===== src/rtl/mc_pi_sampler.sv =====
// Monte Carlo pi estimator: draws (x, y) from two LFSRs, squares each coordinate with a
// serial shift-add loop and counts the samples that land inside the unit circle.
module mc_pi_sampler #(
    parameter int W  = 8,
    parameter int CW = 16
) (
    input  logic          clk_i,
    input  logic          rst_i,
    input  logic          start_i,
    input  logic          cont_i,
    input  logic          stop_i,
    input  logic          hold_i,
    input  logic [CW-1:0] n_samples_i,
    input  logic          seed_load_i,
    input  logic [15:0]   seed_i,
    input  logic          force_en_i,
    input  logic [W-1:0]  force_x_i,
    input  logic [W-1:0]  force_y_i,
    output logic          busy_o,
    output logic          done_o,
    output logic [CW-1:0] total_o,
    output logic [CW-1:0] hits_o,
    output logic          sample_valid_o,
    output logic          sample_hit_o
);
    localparam logic [2:0] S_IDLE = 3'd0;
    localparam logic [2:0] S_LOAD = 3'd1;
    localparam logic [2:0] S_SQX  = 3'd2;
    localparam logic [2:0] S_SQY  = 3'd3;
    localparam logic [2:0] S_CMP  = 3'd4;
    localparam logic [2:0] S_DONE = 3'd5;
    localparam int AW = 2 * W + 1;

    function automatic logic [15:0] lfsr_step(input logic [15:0] l);
        return {l[14:0], l[15] ^ l[13] ^ l[12] ^ l[10]};
    endfunction

    // An all-zero LFSR would lock up, so it is replaced by 1.
    function automatic logic [15:0] seed_fix(input logic [15:0] v);
        return (v == 16'h0000) ? 16'h0001 : v;
    endfunction

    logic [2:0]    state_q, state_d;
    logic [15:0]   lx_q, lx_d, ly_q, ly_d;
    logic [W-1:0]  opy_q, opy_d, mplier_q, mplier_d;
    logic [AW-1:0] mcand_q, mcand_d, acc_q, acc_d, sum_s;
    logic [3:0]    cnt_q, cnt_d;
    logic [CW-1:0] total_q, total_d, hits_q, hits_d, n_q, n_d;
    logic          cont_q, cont_d, stop_q, stop_d, busy_q, busy_d, done_q, done_d;
    logic          valid_q, valid_d, hit_q, hit_d, fin_s;

    // Next-state logic for the FSM, LFSRs, squarer datapath and counters.
    always_comb begin
        state_d  = state_q;
        lx_d     = lx_q;
        ly_d     = ly_q;
        opy_d    = opy_q;
        mplier_d = mplier_q;
        mcand_d  = mcand_q;
        acc_d    = acc_q;
        cnt_d    = cnt_q;
        total_d  = total_q;
        hits_d   = hits_q;
        n_d      = n_q;
        cont_d   = cont_q;
        stop_d   = stop_q;
        busy_d   = busy_q;
        done_d   = done_q;
        valid_d  = 1'b0;
        hit_d    = hit_q;
        fin_s    = 1'b0;
        sum_s    = acc_q + (mplier_q[0] ? mcand_q : {AW{1'b0}});
        if (state_q == S_IDLE || state_q == S_DONE) begin
            // Idle-time controls are honoured even while hold is asserted.
            if (seed_load_i) begin
                lx_d = seed_fix(seed_i);
                ly_d = seed_fix({seed_i[7:0], seed_i[15:8]} ^ 16'h5A5A);
            end else begin
                lx_d = lx_q;
                ly_d = ly_q;
            end
            if (start_i) begin
                total_d = {CW{1'b0}};
                hits_d  = {CW{1'b0}};
                cont_d  = cont_i;
                n_d     = n_samples_i;
                stop_d  = 1'b0;
                if (!cont_i && n_samples_i == {CW{1'b0}}) begin
                    state_d = S_DONE;
                    busy_d  = 1'b0;
                    done_d  = 1'b1;
                end else begin
                    state_d = S_LOAD;
                    busy_d  = 1'b1;
                    done_d  = 1'b0;
                end
            end else begin
                state_d = state_q;
            end
        end else if (hold_i) begin
            valid_d = valid_q;
            stop_d  = stop_q | (cont_q & stop_i);
        end else begin
            stop_d = stop_q | (cont_q & stop_i);
            case (state_q)
                S_LOAD: begin
                    mplier_d = force_en_i ? force_x_i : lx_q[15:16-W];
                    mcand_d  = {{(W+1){1'b0}}, (force_en_i ? force_x_i : lx_q[15:16-W])};
                    opy_d    = force_en_i ? force_y_i : ly_q[15:16-W];
                    acc_d    = {AW{1'b0}};
                    cnt_d    = 4'd0;
                    lx_d     = lfsr_step(lx_q);
                    ly_d     = lfsr_step(ly_q);
                    state_d  = S_SQX;
                end
                S_SQX, S_SQY: begin
                    acc_d    = sum_s;
                    mcand_d  = mcand_q << 1;
                    mplier_d = mplier_q >> 1;
                    cnt_d    = cnt_q + 4'd1;
                    if (cnt_q == 4'(W - 1)) begin
                        cnt_d = 4'd0;
                        if (state_q == S_SQX) begin
                            mcand_d  = {{(W+1){1'b0}}, opy_q};
                            mplier_d = opy_q;
                            state_d  = S_SQY;
                        end else begin
                            // Result is published on entry to CMP so it is visible during CMP.
                            state_d = S_CMP;
                            valid_d = 1'b1;
                            hit_d   = ~sum_s[AW-1];
                            total_d = total_q + {{(CW-1){1'b0}}, 1'b1};
                            hits_d  = hits_q + {{(CW-1){1'b0}}, ~sum_s[AW-1]};
                        end
                    end else begin
                        state_d = state_q;
                    end
                end
                S_CMP: begin
                    if (cont_q) begin
                        fin_s = stop_q | stop_i | (total_q == {CW{1'b1}});
                    end else begin
                        fin_s = (total_q == n_q);
                    end
                    if (fin_s) begin
                        state_d = S_DONE;
                        busy_d  = 1'b0;
                        done_d  = 1'b1;
                        stop_d  = 1'b0;
                    end else begin
                        state_d = S_LOAD;
                    end
                end
                default: begin
                    state_d = S_IDLE;
                    busy_d  = 1'b0;
                end
            endcase
        end
    end

    // State registers with synchronous reset.
    always_ff @(posedge clk_i) begin
        if (rst_i) begin
            state_q  <= S_IDLE;
            lx_q     <= 16'h0001;
            ly_q     <= 16'h5B5A;
            opy_q    <= {W{1'b0}};
            mplier_q <= {W{1'b0}};
            mcand_q  <= {AW{1'b0}};
            acc_q    <= {AW{1'b0}};
            cnt_q    <= 4'd0;
            total_q  <= {CW{1'b0}};
            hits_q   <= {CW{1'b0}};
            n_q      <= {CW{1'b0}};
            cont_q   <= 1'b0;
            stop_q   <= 1'b0;
            busy_q   <= 1'b0;
            done_q   <= 1'b0;
            valid_q  <= 1'b0;
            hit_q    <= 1'b0;
        end else begin
            state_q  <= state_d;
            lx_q     <= lx_d;
            ly_q     <= ly_d;
            opy_q    <= opy_d;
            mplier_q <= mplier_d;
            mcand_q  <= mcand_d;
            acc_q    <= acc_d;
            cnt_q    <= cnt_d;
            total_q  <= total_d;
            hits_q   <= hits_d;
            n_q      <= n_d;
            cont_q   <= cont_d;
            stop_q   <= stop_d;
            busy_q   <= busy_d;
            done_q   <= done_d;
            valid_q  <= valid_d;
            hit_q    <= hit_d;
        end
    end

    assign busy_o         = busy_q;
    assign done_o         = done_q;
    assign total_o        = total_q;
    assign hits_o         = hits_q;
    assign sample_valid_o = valid_q & ~hold_i;
    assign sample_hit_o   = hit_q;
endmodule


===== config.mk =====
export PLATFORM = sky130hd
export DESIGN_NAME = mc_pi_sampler
export DESIGN_NICKNAME = d
export VERILOG_FILES = /design/src/rtl/mc_pi_sampler.sv
export SDC_FILE = /design/constraint.sdc
export NUM_CORES = 1
export LEC_CHECK = 0
export ABC_AREA = 1
export BUFFER_PORTS_ARGS = -buffer_cell sky130_fd_sc_hd__buf_2
export CAP_MARGIN = 40
export CORE_ASPECT_RATIO = 2
export CORE_MARGIN = 1
export CORE_UTILIZATION = 30
export DETAILED_ROUTE_END_ITERATION = 10
export MAX_ROUTING_LAYER = met4
export PLACE_DENSITY = 0.57
export SLEW_MARGIN = 40
export SYNTH_ARGS = -nofsm -noshare
export SYNTH_HDL_FRONTEND = slang
export SYNTH_SLANG_ARGS = --single-unit

===== constraint.sdc =====
create_clock -name clk_i -period 3.9 [get_ports clk_i]
set_clock_uncertainty 0.15 [all_clocks]
set_input_delay 0.78 -clock clk_i [delete_from_list [all_inputs] [get_ports clk_i]]
set_output_delay 0.78 -clock clk_i [all_outputs]
set_load 0.005 [all_outputs]

==> metrics.yaml <==
hpwl_um: 16160
slowest_stage: "fa_1"
hold_viol: 0
async_flop_share_pct: 0
placedCellCount: 1523
synth.distinct_cells: 50
fin_nets: 1283
cts_max_level: 4
syn_inst: 1131
routed_wl_um: 21390
holdWs_ns: 0.2979
rows: 82
critPathMaxFanout: 4
cp.required_ns: 4.11
ys_seq_area_share_pct: 37.50
synth_ff_type: "dfxtp_1"
synth.area.top_cells: "dfxtp_1, nand2_1, a21oi_1, o21ai_0, inv_1"
r2r_cells: 23
final_common_cell: "nand2_1"
r2r_end: "hits_o[14]"
synth-edff-count: 0
leakage_nw: 4.050
start_kind: "register"
routed_via_density: 4.826
ir_drop_uv: 399.4
clock_path_buffers: 2
timing.setup.tns_ns: 0
dpl_cell_area_um2: 8383
numCtsBuffers: 17
cp_common_cell: "nand2_1"
clock.fmax_ghz: 0.2989
reg2reg_slack_ns: 0.55
drive_above_1_share_pct: 13.45
yosys.area.top_type: "dfxtp_1"
worstMarginPinSlew_ns: 0.6307
crit_start: "mcand_q[0]"
seqCellArea_um2: 2863
multi_input_comb_area_um2: 4120
timing_worst_setup_path_type: "register to register"
setup_violations: 0
ctsRootBufferMaster: "clkbuf_16"
cts_tree: "done"
grt_max_degree: 67
cp_cell_sequence: "nand2_1, inv_1, ha_1, inv_1, fa_1, inv_1, nand3_1, nand2_1, nand2_1, nand2_1, nand3_1, nand2_1, nand2_1, nand2_1, ha_1, nand2_1, nor2_1, nand4_1, nor2_2, nand3_1, nand2_1, nand2_1, nor2_1"
stdcell_count: 1555
fp.dieW_um: 114.8
crit_end: "hits_o[14]"
final_cell_mix: "nand2_1, dfxtp_1, a21oi_1, inv_1, o21ai_0"
power_density_nw_per_um2: 592.0
synth_seq_cells: 143
total_power_mw: 5.317
antenna_cells: 0
hold_buffers: 0
drt_iter0_markers: 364
post_cts_resized: 0
pin_count: 92
portBuffers: 91
wire_per_inst_um: 13.76
slew_headroom_pct: 57.80
netlist_area_um2: 7634
drt_first_pass_iters: 5
synth.top_cell.area_share_pct: 37.50
cts_sinks: 143
yosys_warnings: 0
path_clk_slew_ns: 0.06
worst_slack_ns: 0.5541
rr_startpoint: "mcand_q[0]"
final_util_pct: 35.88
initial_core_util_pct: 30.49
clk_latency_ns: 0.43
die_h_um: 227.6
synth_nets: 1208
core_um2: 25030
fill_cells: 2787
run_status: "completed"
die_area_um2: 26130
crit_arrival_ns: 3.56
fin_crit_ns: 3.346
rsz0062_at_grt: "no"
num_vias: 7504
grt_pass1_vias: 7043
holdCritStartpoint: "done_o"
final_area_um2: 8982
timing.max_cap.violations: 0
grt_pass1_wl_um: 34470
hold_path_class: "register to register"
preCtsSetupSlack_ns: 0.5514
ant_nets: 0
overflow: 0
track_usage_pct: 17.51
place.gp.congestion: 0.8607
area_growth_pct: 17.67
cp_slowest_stage_delay_ns: 0.38
period_share_pct: 85.79
cts_setup_buffers: 0
end_kind: "register"
drv_slew: 0
antenna_found_initial: 0
drc: 0
syn_area_per_cell_um2: 6.749
worst max-delay path: cells and delay by family (launching register included):
family / cells / cell delay [ns]
flip-flops: 1 / 0.35
adder cells (fa/ha/maj): 3 / 0.79
buffers and inverters: 3 / 0.22
AND/OR/NAND/NOR: 17 / 1.78
state kept, by name, indices dropped and copies added, names as in the netlist:
signal / flops
acc_q: 17
total_o: 16
busy_o: 1
cont_q: 1
stop_q: 1
mplier_q: 8
ly_q: 16
sample_hit_o: 1
state_q: 3
cnt_q: 4
mcand_q: 17
done_o: 1
valid_q: 1
lx_q: 16
opy_q: 8
n_q: 16
hits_o: 16
report_power, final:
part | internal [mW] | switching [mW]
logic | 0.544 | 1.12
registers | 1.77 | 0.212
clock network | 1.04 | 0.632
metal layers:
layer	GRT usage (%)	vias to the layer above	part of all wire, %
li1	-	3873	-
met1	17.60	3443	39
met2	32.04	144	54
met3	2.929	44	2.8
met4	9.049	0	3.9
met5	-	-	0
worst min path at each step:
stage,endpoint,slack (ns),cells after the start
CTS,done_o,0.30,2
floorplan,mplier_q[7],0.28,2
global route,done_o,0.32,2
finish,done_o,0.30,2
global placement,done_o,0.29,2
detailed placement,done_o,0.29,2
synth_stat cells, drive strengths merged (3+ instances only):
library cell	count
nor2	104
dfxtp	143
o211ai	10
a31oi	21
buf	13
nand4	8
o21bai	3
xor2	5
nor4	6
o21ai	103
inv	119
clkbuf	31
a21oi	131
nor3	19
a211oi	4
ha	20
xnor2	10
a21o	4
nand2	298
or2	9
nand3	53
a221oi	3
cell type report:
cell class | instances | area share (%)
timing repair buffer | 100 | 5.823
clock buffer | 22 | 5.168
tap | 336 | 4.680
sequential | 143 | 31.87
multi-input combinational | 823 | 45.87
clock inverter | 10 | 1.504
inverter | 121 | 5.084
cell families (layout without fill, tap and decap cells):
| family | count (synthesis) | after routing | synth area share [%] |
|---|---|---|---|
| simple gates | 504 | 504 | 28.63 |
| buf+inv | 165 | 253 | 8.523 |
| fa+ha+maj | 21 | 21 | 3.540 |
| xor+xnor | 15 | 15 | 1.721 |
| flops | 143 | 143 | 37.50 |
| compound gates | 283 | 283 | 20.08 |
Note: power is estimated with default switching activity, not from simulation.
